### config.mk
export PLATFORM = sky130hd
export DESIGN_NAME = uart_reg_bridge
export DESIGN_NICKNAME = d
export VERILOG_FILES = /design/src/rtl/uart_reg_bridge.sv
export SDC_FILE = /design/constraint.sdc
export NUM_CORES = 1
export LEC_CHECK = 0
export BUFFER_PORTS_ARGS = -buffer_cell sky130_fd_sc_hd__buf_2
export CORE_MARGIN = 1.5
export CORE_UTILIZATION = 33
export DETAILED_ROUTE_END_ITERATION = 12
export MAX_ROUTING_LAYER = met4
export PLACE_DENSITY = 0.59
export SLEW_MARGIN = 10
export SYNTH_ARGS = -nofsm -noshare
export SYNTH_HDL_FRONTEND = slang
export SYNTH_SLANG_ARGS = --single-unit
### constraint.sdc
create_clock -name clk -period 3.23 [get_ports clk]
set_input_delay 0.1615 -clock clk [delete_from_list [all_inputs] [get_ports clk]]
set_output_delay 0.1615 -clock clk [all_outputs]
set_load 0.005 [all_outputs]
### src/rtl/uart_reg_bridge.sv
`timescale 1ns/1ps
`default_nettype none
// ============================================================================
// Module   : uart_reg_bridge
// Purpose  : Command responder between a UART receiver/transmitter pair and a
//            simple register bus. Decodes 'W' addr data and 'R' addr frames,
//            issues one register strobe per good frame, and replies with
//            ACK (0x06), NAK (0x15) or the read-data byte.
// Ports    : clk, rst (synchronous, active low)
//            rx_rdy / rx_data / rx_rdy_clr  - receiver byte handshake
//            tx_wr_en / tx_data / tx_busy   - transmitter byte handshake
//            reg_wr / reg_rd / reg_addr / reg_wdata / reg_rdata - register bus
//            frame_err (pulse on NAK or timeout), err_cnt (saturating count)
// Options  : UART_BRIDGE_CHECKSUM_EN - adds a trailing XOR checksum byte to
//            every request and a checksum byte after read data in the reply.
// Revision : 1.0 - initial release
// ============================================================================
module uart_reg_bridge #(
  parameter int ADDR_W      = 8,
  parameter int TIMEOUT_CYC = 100000
) (
  input  logic              clk,
  input  logic              rst,
  input  logic              rx_rdy,
  input  logic [7:0]        rx_data,
  output logic              rx_rdy_clr,
  output logic              tx_wr_en,
  output logic [7:0]        tx_data,
  input  logic              tx_busy,
  output logic              reg_wr,
  output logic              reg_rd,
  output logic [ADDR_W-1:0] reg_addr,
  output logic [7:0]        reg_wdata,
  input  logic [7:0]        reg_rdata,
  output logic              frame_err,
  output logic [7:0]        err_cnt
);

  localparam logic [2:0] S_IDLE      = 3'd0;
  localparam logic [2:0] S_GET_ADDR  = 3'd1;
  localparam logic [2:0] S_GET_DATA  = 3'd2;
  localparam logic [2:0] S_GET_CHK   = 3'd3;
  localparam logic [2:0] S_EXEC      = 3'd4;
  localparam logic [2:0] S_RD_WAIT   = 3'd5;
  localparam logic [2:0] S_SEND      = 3'd6;
  localparam logic [2:0] S_SEND_WAIT = 3'd7;

`ifdef UART_BRIDGE_CHECKSUM_EN
  localparam logic [2:0] S_BODY_DONE = S_GET_CHK;
`else
  localparam logic [2:0] S_BODY_DONE = S_EXEC;
`endif

  localparam logic [7:0] CMD_W = 8'h57;
  localparam logic [7:0] CMD_R = 8'h52;
  localparam logic [7:0] ACK   = 8'h06;
  localparam logic [7:0] NAK   = 8'h15;

  // Address-byte bits that must be zero for the address to be legal.
  localparam logic [7:0] ADDR_HI_MASK = 8'(8'hFF << ADDR_W);

  localparam int            TO_W    = $clog2(TIMEOUT_CYC + 1);
  localparam logic [TO_W-1:0] TO_LAST = TO_W'(TIMEOUT_CYC - 1);

  logic [2:0]      state;
  logic            is_read;
  logic            skip;         // blocks re-accepting the byte just cleared
  logic [TO_W-1:0] to_cnt;
  logic [7:0]      reply;
  logic            rd_pending;   // first SEND cycle of a read takes reg_rdata
  logic            nak_pending;  // raises frame_err on the first SEND cycle
  logic            wait_first;   // SEND_WAIT ignores tx_busy right after pulse
`ifdef UART_BRIDGE_CHECKSUM_EN
  logic [7:0]      chk;
  logic            chk_pending;
`endif

  logic            in_get;
  logic            accept;
  logic            addr_ok;
  logic [7:0]      send_byte;

  assign in_get    = (state == S_GET_ADDR) || (state == S_GET_DATA) ||
                     (state == S_GET_CHK);
  assign accept    = rx_rdy && !skip && ((state == S_IDLE) || in_get);
  assign addr_ok   = (rx_data & ADDR_HI_MASK) == 8'h00;
  assign send_byte = rd_pending ? reg_rdata : reply;

  always_ff @(posedge clk) begin
    if (!rst) begin
      state       <= S_IDLE;
      is_read     <= 1'b0;
      skip        <= 1'b0;
      to_cnt      <= '0;
      reply       <= 8'h00;
      rd_pending  <= 1'b0;
      nak_pending <= 1'b0;
      wait_first  <= 1'b0;
      rx_rdy_clr  <= 1'b0;
      tx_wr_en    <= 1'b0;
      tx_data     <= 8'h00;
      reg_wr      <= 1'b0;
      reg_rd      <= 1'b0;
      reg_addr    <= '0;
      reg_wdata   <= 8'h00;
      frame_err   <= 1'b0;
`ifdef UART_BRIDGE_CHECKSUM_EN
      chk         <= 8'h00;
      chk_pending <= 1'b0;
`endif
    end else begin
      rx_rdy_clr <= accept;
      skip       <= accept;
      tx_wr_en   <= 1'b0;
      reg_wr     <= 1'b0;
      reg_rd     <= 1'b0;
      frame_err  <= 1'b0;

      // Inter-byte timeout: only counts while a frame is partly received.
      if (in_get && !accept) begin
        if (to_cnt == TO_LAST) begin
          to_cnt    <= '0;
          state     <= S_IDLE;
          frame_err <= 1'b1;
        end else begin
          to_cnt <= to_cnt + 1'b1;
        end
      end else begin
        to_cnt <= '0;
      end

      case (state)
        S_IDLE: begin
          if (accept) begin
`ifdef UART_BRIDGE_CHECKSUM_EN
            chk <= rx_data;
`endif
            if (rx_data == CMD_W) begin
              is_read <= 1'b0;
              state   <= S_GET_ADDR;
            end else if (rx_data == CMD_R) begin
              is_read <= 1'b1;
              state   <= S_GET_ADDR;
            end else begin
              reply       <= NAK;
              nak_pending <= 1'b1;
              state       <= S_SEND;
            end
          end
        end
        S_GET_ADDR: begin
          if (accept) begin
`ifdef UART_BRIDGE_CHECKSUM_EN
            chk <= chk ^ rx_data;
`endif
            if (!addr_ok) begin
              reply       <= NAK;
              nak_pending <= 1'b1;
              state       <= S_SEND;
            end else begin
              reg_addr <= rx_data[ADDR_W-1:0];
              state    <= is_read ? S_BODY_DONE : S_GET_DATA;
            end
          end
        end
        S_GET_DATA: begin
          if (accept) begin
`ifdef UART_BRIDGE_CHECKSUM_EN
            chk <= chk ^ rx_data;
`endif
            reg_wdata <= rx_data;
            state     <= S_BODY_DONE;
          end
        end
`ifdef UART_BRIDGE_CHECKSUM_EN
        S_GET_CHK: begin
          if (accept) begin
            if (rx_data == chk) begin
              state <= S_EXEC;
            end else begin
              reply       <= NAK;
              nak_pending <= 1'b1;
              state       <= S_SEND;
            end
          end
        end
`endif
        S_EXEC: begin
          if (is_read) begin
            reg_rd <= 1'b1;
            state  <= S_RD_WAIT;
          end else begin
            reg_wr <= 1'b1;
            reply  <= ACK;
            state  <= S_SEND;
          end
        end
        S_RD_WAIT: begin
          // reg_rdata becomes valid during the following (SEND) cycle.
          rd_pending <= 1'b1;
          state      <= S_SEND;
        end
        S_SEND: begin
          if (rd_pending) begin
            // Latch read data once so a stalled send still has it.
            reply      <= reg_rdata;
            rd_pending <= 1'b0;
`ifdef UART_BRIDGE_CHECKSUM_EN
            chk         <= chk ^ reg_rdata;
            chk_pending <= 1'b1;
`endif
          end
          if (nak_pending) begin
            frame_err   <= 1'b1;
            nak_pending <= 1'b0;
          end
          if (!tx_busy) begin
            tx_wr_en   <= 1'b1;
            tx_data    <= send_byte;
            wait_first <= 1'b1;
            state      <= S_SEND_WAIT;
          end
        end
        S_SEND_WAIT: begin
          if (wait_first) begin
            wait_first <= 1'b0;
          end else if (!tx_busy) begin
`ifdef UART_BRIDGE_CHECKSUM_EN
            if (chk_pending) begin
              reply       <= chk;
              chk_pending <= 1'b0;
              state       <= S_SEND;
            end else begin
              state <= S_IDLE;
            end
`else
            state <= S_IDLE;
`endif
          end
        end
        default: state <= S_IDLE;
      endcase
    end
  end

  always_ff @(posedge clk) begin
    if (!rst) begin
      err_cnt <= 8'h00;
    end else if (frame_err && (err_cnt != 8'hFF)) begin
      err_cnt <= err_cnt + 8'h01;
    end
  end

endmodule
`default_nettype wire

==> impl_summary.log, run 1 <==
[metrics] worst hold path depth: 3
[metrics] HPWL Detailed: about 4.7 mm
[metrics] antenna violations before repair: 0
[metrics] Final Max Tran Viols: 0
[metrics] post-route setup TNS: 0 ns
[metrics] standby leakage power: around 1.5 nW
[metrics] count of filler cells inserted in the layout: between 900 and 1k
[metrics] Initial Utilization: 34.57%
[metrics] Mapped Cells: around 340
[metrics] area of the multi-input gates: 1549 µm²
[metrics] TritonCTS clock tree: yes
[metrics] placed cell count: just under 500
[metrics] Vias: 2569
[metrics] Crit Path Max Fanout: 18
[metrics] final instance count without filler cells: 500
[metrics] height of the die: between 90 and 100 µm
[metrics] clock tree root buffer cell: sky130_fd_sc_hd__clkbuf_8
[metrics] category of the critical setup timing path: reg -> reg
[metrics] dominant register cell in the synthesized netlist: sky130_fd_sc_hd__dfxtp_1
[metrics] sum of overflow across all layers after global routing: 0
[metrics] hold worst-path end: reg_wdata[6]
[metrics] Max-Cap Viols: 0
[metrics] Synth Warn #: 0
[metrics] VDD IR-drop max: 0.2584 mV
[metrics] sum of routed wire length over all layers: 6.765 mm
[metrics] critical hold path startpoint: rx_data[6]
[metrics] top-level I/O count: 57
[metrics] Cell Pwr Density: 539.3 nW/µm²
[metrics] crit path DAT: roughly 2.4 ns
[metrics] layout-stage area growth over the synthesis result: 16.40%
[metrics] total clock sinks: slightly below 70
[metrics] commonest non-fill, non-tap cell in the layout: sky130_fd_sc_hd__dfxtp_1
[metrics] synth unique cells: 48
[metrics] required time worst endpoint: around 3.5 ns
[metrics] final hold vios: 0
[metrics] synthesis-stage register bit count: about 70
[metrics] unrepaired setup endpoints after global routing: no
[metrics] maximum root-to-sink buffer count: 2
[metrics] final design utilization: about two fifths
[metrics] buffer count from post-CTS setup fixing: 0
[metrics] Synth top area share: roughly 45%
[metrics] critical register-to-register path endpoint: tx_data[2]
[metrics] core region area: about 8800 µm²
[metrics] wire length of the first global-routing pass: approximately 11 mm
[metrics] f_max: roughly 470 MHz
[metrics] kind of end point of the critical path: register
[metrics] fraction of registers with async set or reset after synthesis: 0%
[metrics] Startpoint Class: register
[metrics] horizontal extent of the die: about 100 µm
[metrics] clock-pin slew reported for the worst setup and hold paths after clock tree synthesis: ~0.07 ns
[metrics] Die Area: 9857 µm²
[metrics] number of levels the H-tree was split into: 3
[metrics] sequential element share of the synthesized area: around 45%
[metrics] # port buffers: 56
[metrics] summed instance area of the synthesized netlist: just over 3000 µm²
[metrics] crit share post-route: about two thirds
[metrics] hold buffer count at CTS: 0
[metrics] result of the run: complete, no violations
[metrics] number of buffers inserted during clock tree synthesis: 9
[metrics] share of post-route cells with drive strength above 1: approximately a fifth
[metrics] DRC viols: 0
[metrics] routability-driven placement congestion ratio: between 0.8 and 0.9
[metrics] logic depth of the worst register-to-register path: 4
[metrics] total area of sequential cells: approximately 1400 µm²
[metrics] final net count: around 410
[metrics] Mapped Avg Cell Area: between 8 and 9 µm²
[metrics] Initial DRC Count: around 110
[metrics] largest area contributor in the netlist: sky130_fd_sc_hd__dfxtp_1
[metrics] minimum clock period: 2.132 ns
[metrics] Synthesized Nets: about 360
[metrics] Initial DRT Pass Iterations: 4
[metrics] Vias per Instance: about 5
[metrics] Area contributors post-synth: sky130_fd_sc_hd__dfxtp_1, sky130_fd_sc_hd__mux2i_1, sky130_fd_sc_hd__nor2_1
[metrics] Worst R2R Start: state[2]
[metrics] Routed Antenna Nets: 0
[metrics] Reg2Reg Setup Slack: 1.10 ns
[metrics] post-DR wirelength/cell: 13.53 µm
[metrics] # resized after CTS: 0
[metrics] later-pin clock latency in the skew report: roughly 0.34 ns
[metrics] largest net degree at the start of global routing: 40
[metrics] EDFF count, synth: 0
[metrics] worst clock skew: 0.01015 ns
[metrics] worst slew margin relative to its limit: 56.35%
[metrics] Final setup violation count: 0
[metrics] number of inserted diodes: 0
[metrics] top library cells by usage in the layout, fill and taps aside: sky130_fd_sc_hd__dfxtp_1, sky130_fd_sc_hd__buf_2, sky130_fd_sc_hd__nor2_1
[metrics] classification of the worst-slack hold path: in -> reg
[metrics] vias in the first global route: 2431
[metrics] row count: 34
[metrics] total global-route track usage: 14.65%
[metrics] Tightest Pin Transition: 0.6530 ns
cells by family after synthesis:
kind of cell | Yosys count | share of synthesized area, %
adder cells (fa/ha/maj) | 2 | 0.8179
AND/OR/NAND/NOR | 142 | 24.58
multiplexers | 23 | 7.526
flip-flops | 69 | 45.15
buffers and inverters | 28 | 4.213
AO/OA/AOI/OAI | 59 | 12.56
XOR/XNOR | 18 | 5.153
Yosys cell counts (2+ instances only):
cell / n
sky130_fd_sc_hd__nor3_1: 4
sky130_fd_sc_hd__nand2_1: 16
sky130_fd_sc_hd__a311oi_1: 2
sky130_fd_sc_hd__buf_6: 3
sky130_fd_sc_hd__nand3_1: 11
sky130_fd_sc_hd__nand4_1: 15
sky130_fd_sc_hd__or4_1: 4
sky130_fd_sc_hd__o211a_1: 2
sky130_fd_sc_hd__nor4b_1: 2
sky130_fd_sc_hd__o31ai_1: 2
sky130_fd_sc_hd__or3_1: 4
sky130_fd_sc_hd__or2_2: 2
sky130_fd_sc_hd__a31oi_1: 4
sky130_fd_sc_hd__a211oi_1: 5
sky130_fd_sc_hd__o21ai_0: 16
sky130_fd_sc_hd__a211oi_2: 2
sky130_fd_sc_hd__nor2b_1: 7
sky130_fd_sc_hd__and2_1: 6
sky130_fd_sc_hd__clkbuf_1: 16
sky130_fd_sc_hd__nor2_1: 52
sky130_fd_sc_hd__dfxtp_1: 69
sky130_fd_sc_hd__o211ai_1: 3
sky130_fd_sc_hd__ha_1: 2
sky130_fd_sc_hd__nand2b_1: 2
sky130_fd_sc_hd__nor3b_1: 2
sky130_fd_sc_hd__xnor2_1: 5
sky130_fd_sc_hd__a21oi_1: 16
sky130_fd_sc_hd__mux2i_1: 23
sky130_fd_sc_hd__inv_1: 8
sky130_fd_sc_hd__and4_1: 6
sky130_fd_sc_hd__xor2_1: 13
worst max-delay path: stages (launching register included):
cell and delay (ns):
sky130_fd_sc_hd__dfxtp_1 0.61, sky130_fd_sc_hd__nand3b_1 0.44, sky130_fd_sc_hd__nor2_1 0.64, sky130_fd_sc_hd__o211ai_1 0.18
sky130_fd_sc_hd__o211a_1 0.16
power breakdown:
group          internal [W]  switching [W]  leakage, nW
combinational      0.000131       0.000173        0.871
sequential         0.000906      0.0000566        0.559
clock              0.000345       0.000308       0.0947
total               0.00138       0.000538         1.52
metal layers:
| layer | vias to the layer above | track usage, % | part of all wire (%) |
|---|---|---|---|
| met2 | 70 | 22.02 | 43 |
| li1 | 1309 | - | - |
| met4 | 0 | 5.742 | 1.7 |
| met1 | 1181 | 18.30 | 49 |
| met5 | - | - | 0 |
| met3 | 9 | 4.708 | 6.0 |
flip-flops by register name, indices dropped and copies added (netlist names), 3 cells and up:
name / count
to_cnt: 17
err_cnt: 8
reg_addr: 8
reg_wdata: 8
reply: 8
tx_data: 8
state: 3
how the worst max path moves through the flow:
stage                         from          to  slack (ns)  cells after the start
after global placement    state[2]  tx_data[2]        1.19                      4
after CTS                 state[2]  tx_data[2]        1.08                      4
final                     state[2]  tx_data[2]        1.10                      4
after detailed placement  state[2]  tx_data[2]        1.08                      4
after floorplan           state[2]    reply[1]        1.48                      7
after global routing      state[2]  tx_data[2]        0.84                      4
layout make-up:
type / instances / area share [%]
clock inverter: 5 / 1.511
timing repair buffer: 57 / 8.082
multi-input combinational: 244 / 43.50
clock buffer: 9 / 3.479
inverter: 8 / 0.8433
tap: 108 / 3.795
sequential: 69 / 38.79
metrics by stage:
stage / hold slack [ns] / cell area [µm²] / worst slack [ns] / power (W)
2_1_floorplan: 0.3054 / 3059 / 1.482 / 0.001223
3_3_place_gp: 0.4236 / 3383 / 1.192 / 0.001280
3_5_place_dp: 0.4289 / 3383 / 1.084 / 0.001285
4_1_cts: 0.07363 / 3561 / 1.083 / 0.001945
5_1_grt: 0.08261 / 3561 / 0.8439 / 0.002029
6_report: 0.08781 / 3561 / 1.098 / 0.001921
(Power assumes the default switching activity.)
==> inputs of run 2 (changes only) <==
Clock period 3.23 ns to 2.2 ns, I/O delays scaled along.
==> run 2 against run 1 <==
Against the previous run:
- final area rose by 1.4%
- total power rose by 45%
- sequential power is 45% higher
- cell count increased by 1.8%
- combinational power rose by 59%
- largest power group unchanged
==> impl_summary.log, run 2 (same netlist as run 1, synthesis figures left out) <==
[metrics] result of the run: complete, no violations
[metrics] standby leakage power: approximately 1.6 nW
[metrics] sum of routed wire length over all layers: around 6.7 mm
[metrics] Startpoint Class: register
[metrics] vias in the first global route: about 2.3k
[metrics] sum of overflow across all layers after global routing: 0
[metrics] total global-route track usage: ~14%
[metrics] f_max: roughly 560 MHz
[metrics] Reg2Reg Setup Slack: a little over 0.4 ns
[metrics] post-DR wirelength/cell: roughly 13 µm
[metrics] combinational power share: between 10% and 20%
[metrics] internal portion of total power: 0.001974 W
[metrics] TritonCTS clock tree: yes
[metrics] layout-stage area growth over the synthesis result: 18.00%
[metrics] Final Max Tran Viols: 0
[metrics] top register by number of flip-flops: to_cnt
[metrics] critical hold path startpoint: rx_data[3]
[metrics] # resized after CTS: 0
[metrics] VDD IR-drop max: about 0.36 mV
[metrics] clock tree root buffer cell: sky130_fd_sc_hd__clkbuf_8
[metrics] Max-Cap Viols: 0
[metrics] CP startpoint: state[0]
[metrics] number of buffers inserted during clock tree synthesis: 9
[metrics] required time worst endpoint: approximately 2.5 ns
[metrics] # port buffers: 56
[metrics] antenna violations before repair: 0
[metrics] flip-flop count of the largest register, all copies and words added: 17
[metrics] area of the multi-input gates: 1549 µm²
[metrics] Tightest Pin Transition: around 0.59 ns
[metrics] total area of sequential cells: 1381 µm²
[metrics] Die Area: 9857 µm²
[metrics] top library cells by usage in the layout, fill and taps aside: sky130_fd_sc_hd__dfxtp_1, sky130_fd_sc_hd__buf_2, sky130_fd_sc_hd__nor2_1
[metrics] Largest stage delay, worst path: about 0.46 ns
[metrics] worst slew margin relative to its limit: 60.60%
[metrics] final design utilization: around two fifths
[metrics] Vias: between 2k and 3k
[metrics] share of post-route cells with drive strength above 1: a little over a fifth
[metrics] cell family with most CP delay: simple AND/OR/NAND/NOR gates
[metrics] HPWL Detailed: about 4.7 mm
[metrics] hold buffer count at CTS: 0
[metrics] final hold vios: 0
[metrics] crit path DAT: 2.05 ns
[metrics] switching power summed over all nets: approximately 0.00081 W
[metrics] post-route setup TNS: 0 ns
[metrics] number of levels the H-tree was split into: 3
[metrics] minimum clock period: approximately 1.8 ns
[metrics] largest net degree at the start of global routing: 20
[metrics] final net count: between 400 and 500
[metrics] switching share of power: about 29%
[metrics] category of the critical setup timing path: reg -> reg
[metrics] Crit Path Max Fanout: 16
[metrics] kind of end point of the critical path: register
[metrics] clock-pin slew reported for the worst setup and hold paths after clock tree synthesis: around 0.07 ns
[metrics] Routed Antenna Nets: 0
[metrics] Initial DRT Pass Iterations: 4
[metrics] slowest library cell on the worst path: sky130_fd_sc_hd__dfxtp_1
[metrics] Final setup violation count: 0
[metrics] core region area: 8848 µm²
[metrics] height of the die: between 90 and 100 µm
[metrics] count of filler cells inserted in the layout: between 900 and 1k
[metrics] routability-driven placement congestion ratio: between 0.8 and 0.9
[metrics] later-pin clock latency in the skew report: about 0.34 ns
[metrics] Initial DRC Count: between 100 and 150
[metrics] Worst R2R Start: state[0]
[metrics] worst clock skew: 0.01039 ns
[metrics] commonest non-fill, non-tap cell in the layout: sky130_fd_sc_hd__dfxtp_1
[metrics] Vias per Instance: between 5 and 6
[metrics] classification of the worst-slack hold path: in -> reg
[metrics] crit path buf inv count: 0
[metrics] unrepaired setup endpoints after global routing: no
[metrics] row count: 34
[metrics] buffer count from post-CTS setup fixing: 0
[metrics] number of inserted diodes: 0
[metrics] crit share post-route: about four fifths
[metrics] Initial Utilization: between 30% and 40%
[metrics] DRC viols: 0
[metrics] Cell Pwr Density: 770.8 nW/µm²
[metrics] wire length of the first global-routing pass: approximately 11 mm
[metrics] clock power share: around 32%
[metrics] maximum root-to-sink buffer count: 2
[metrics] total clock sinks: 69
[metrics] horizontal extent of the die: about 100 µm
[metrics] top-level I/O count: between 50 and 60
[metrics] Seq pwr share: around half
[metrics] ordered list of cells on the worst path: or2_2, a311o_1, and3_4, a211oi_2
==> run 2: changes by cell type in the layout (fill, tap and decap cells not counted) <==
cell	change
sky130_fd_sc_hd__clkinv_4	-1
sky130_fd_sc_hd__clkinv_2	-1
sky130_fd_sc_hd__bufinv_16	-1
sky130_fd_sc_hd__buf_4	+8
sky130_fd_sc_hd__clkinvlp_4	+2
sky130_fd_sc_hd__clkbuf_8	+1
sky130_fd_sc_hd__clkbuf_1	+1
==> run 2: cell type report <==
cell class                 count  area share (%)
multi-input combinational    244           42.91
sequential                    69           38.27
timing repair buffer          65           9.636
clock buffer                  11           3.917
tap                          108           3.744
inverter                       8          0.8319
clock inverter                 4          0.6932
==> run 2: stage by stage <==
| stage | hold WS, ns | area [µm²] | setup slack (ns) | total power [W] | instances |
|---|---|---|---|---|---|
| global route | 0.04041 | 3610 | 0.2684 | 0.002934 | 509 |
| global placement | 0.3701 | 3443 | 0.4874 | 0.001902 | 494 |
| floorplan | 0.2539 | 3059 | 0.4519 | 0.001796 | 341 |
| CTS | 0.02537 | 3610 | 0.4127 | 0.002811 | 509 |
| detailed placement | 0.3819 | 3443 | 0.4266 | 0.001913 | 494 |
| finish | 0.03812 | 3610 | 0.4069 | 0.002782 | 509 |
==> run 2: path summary, 6_finish.rpt <==
check | endpoint | cells past startpoint
hold reg to reg | reply[0] | 2
setup reg to reg | reply[1] | 4
hold / removal | reg_wdata[3] | 3
setup / recovery | reply[1] | 4
==> run 2: worst min-delay path, stage by stage <==
cell and delay (ns):
sky130_fd_sc_hd__buf_2 0.10, sky130_fd_sc_hd__mux2i_1 0.06, sky130_fd_sc_hd__nor2_1 0.07
==> run 2: layer usage <==
metal / GRT usage [%] / wire [µm] / up-vias
met1: 19.42 / 3530 / 1196
li1: - / - / 1325
met3: 2.881 / 283 / 9
met5: - / 0 / -
met2: 20.97 / 2820 / 59
met4: 5.850 / 74 / 0
==> run 2: power groups by stage <==
| stage | logic [W] | registers [W] | clock network [W] |
|---|---|---|---|
| after floorplan | 0.000395 | 0.00140 | 0 |
| after global placement | 0.000476 | 0.00143 | 0 |
| after detailed placement | 0.000484 | 0.00143 | 0 |
| after CTS | 0.000487 | 0.00140 | 0.000923 |
| after global routing | 0.000544 | 0.00141 | 0.000975 |
| final | 0.000484 | 0.00140 | 0.000895 |
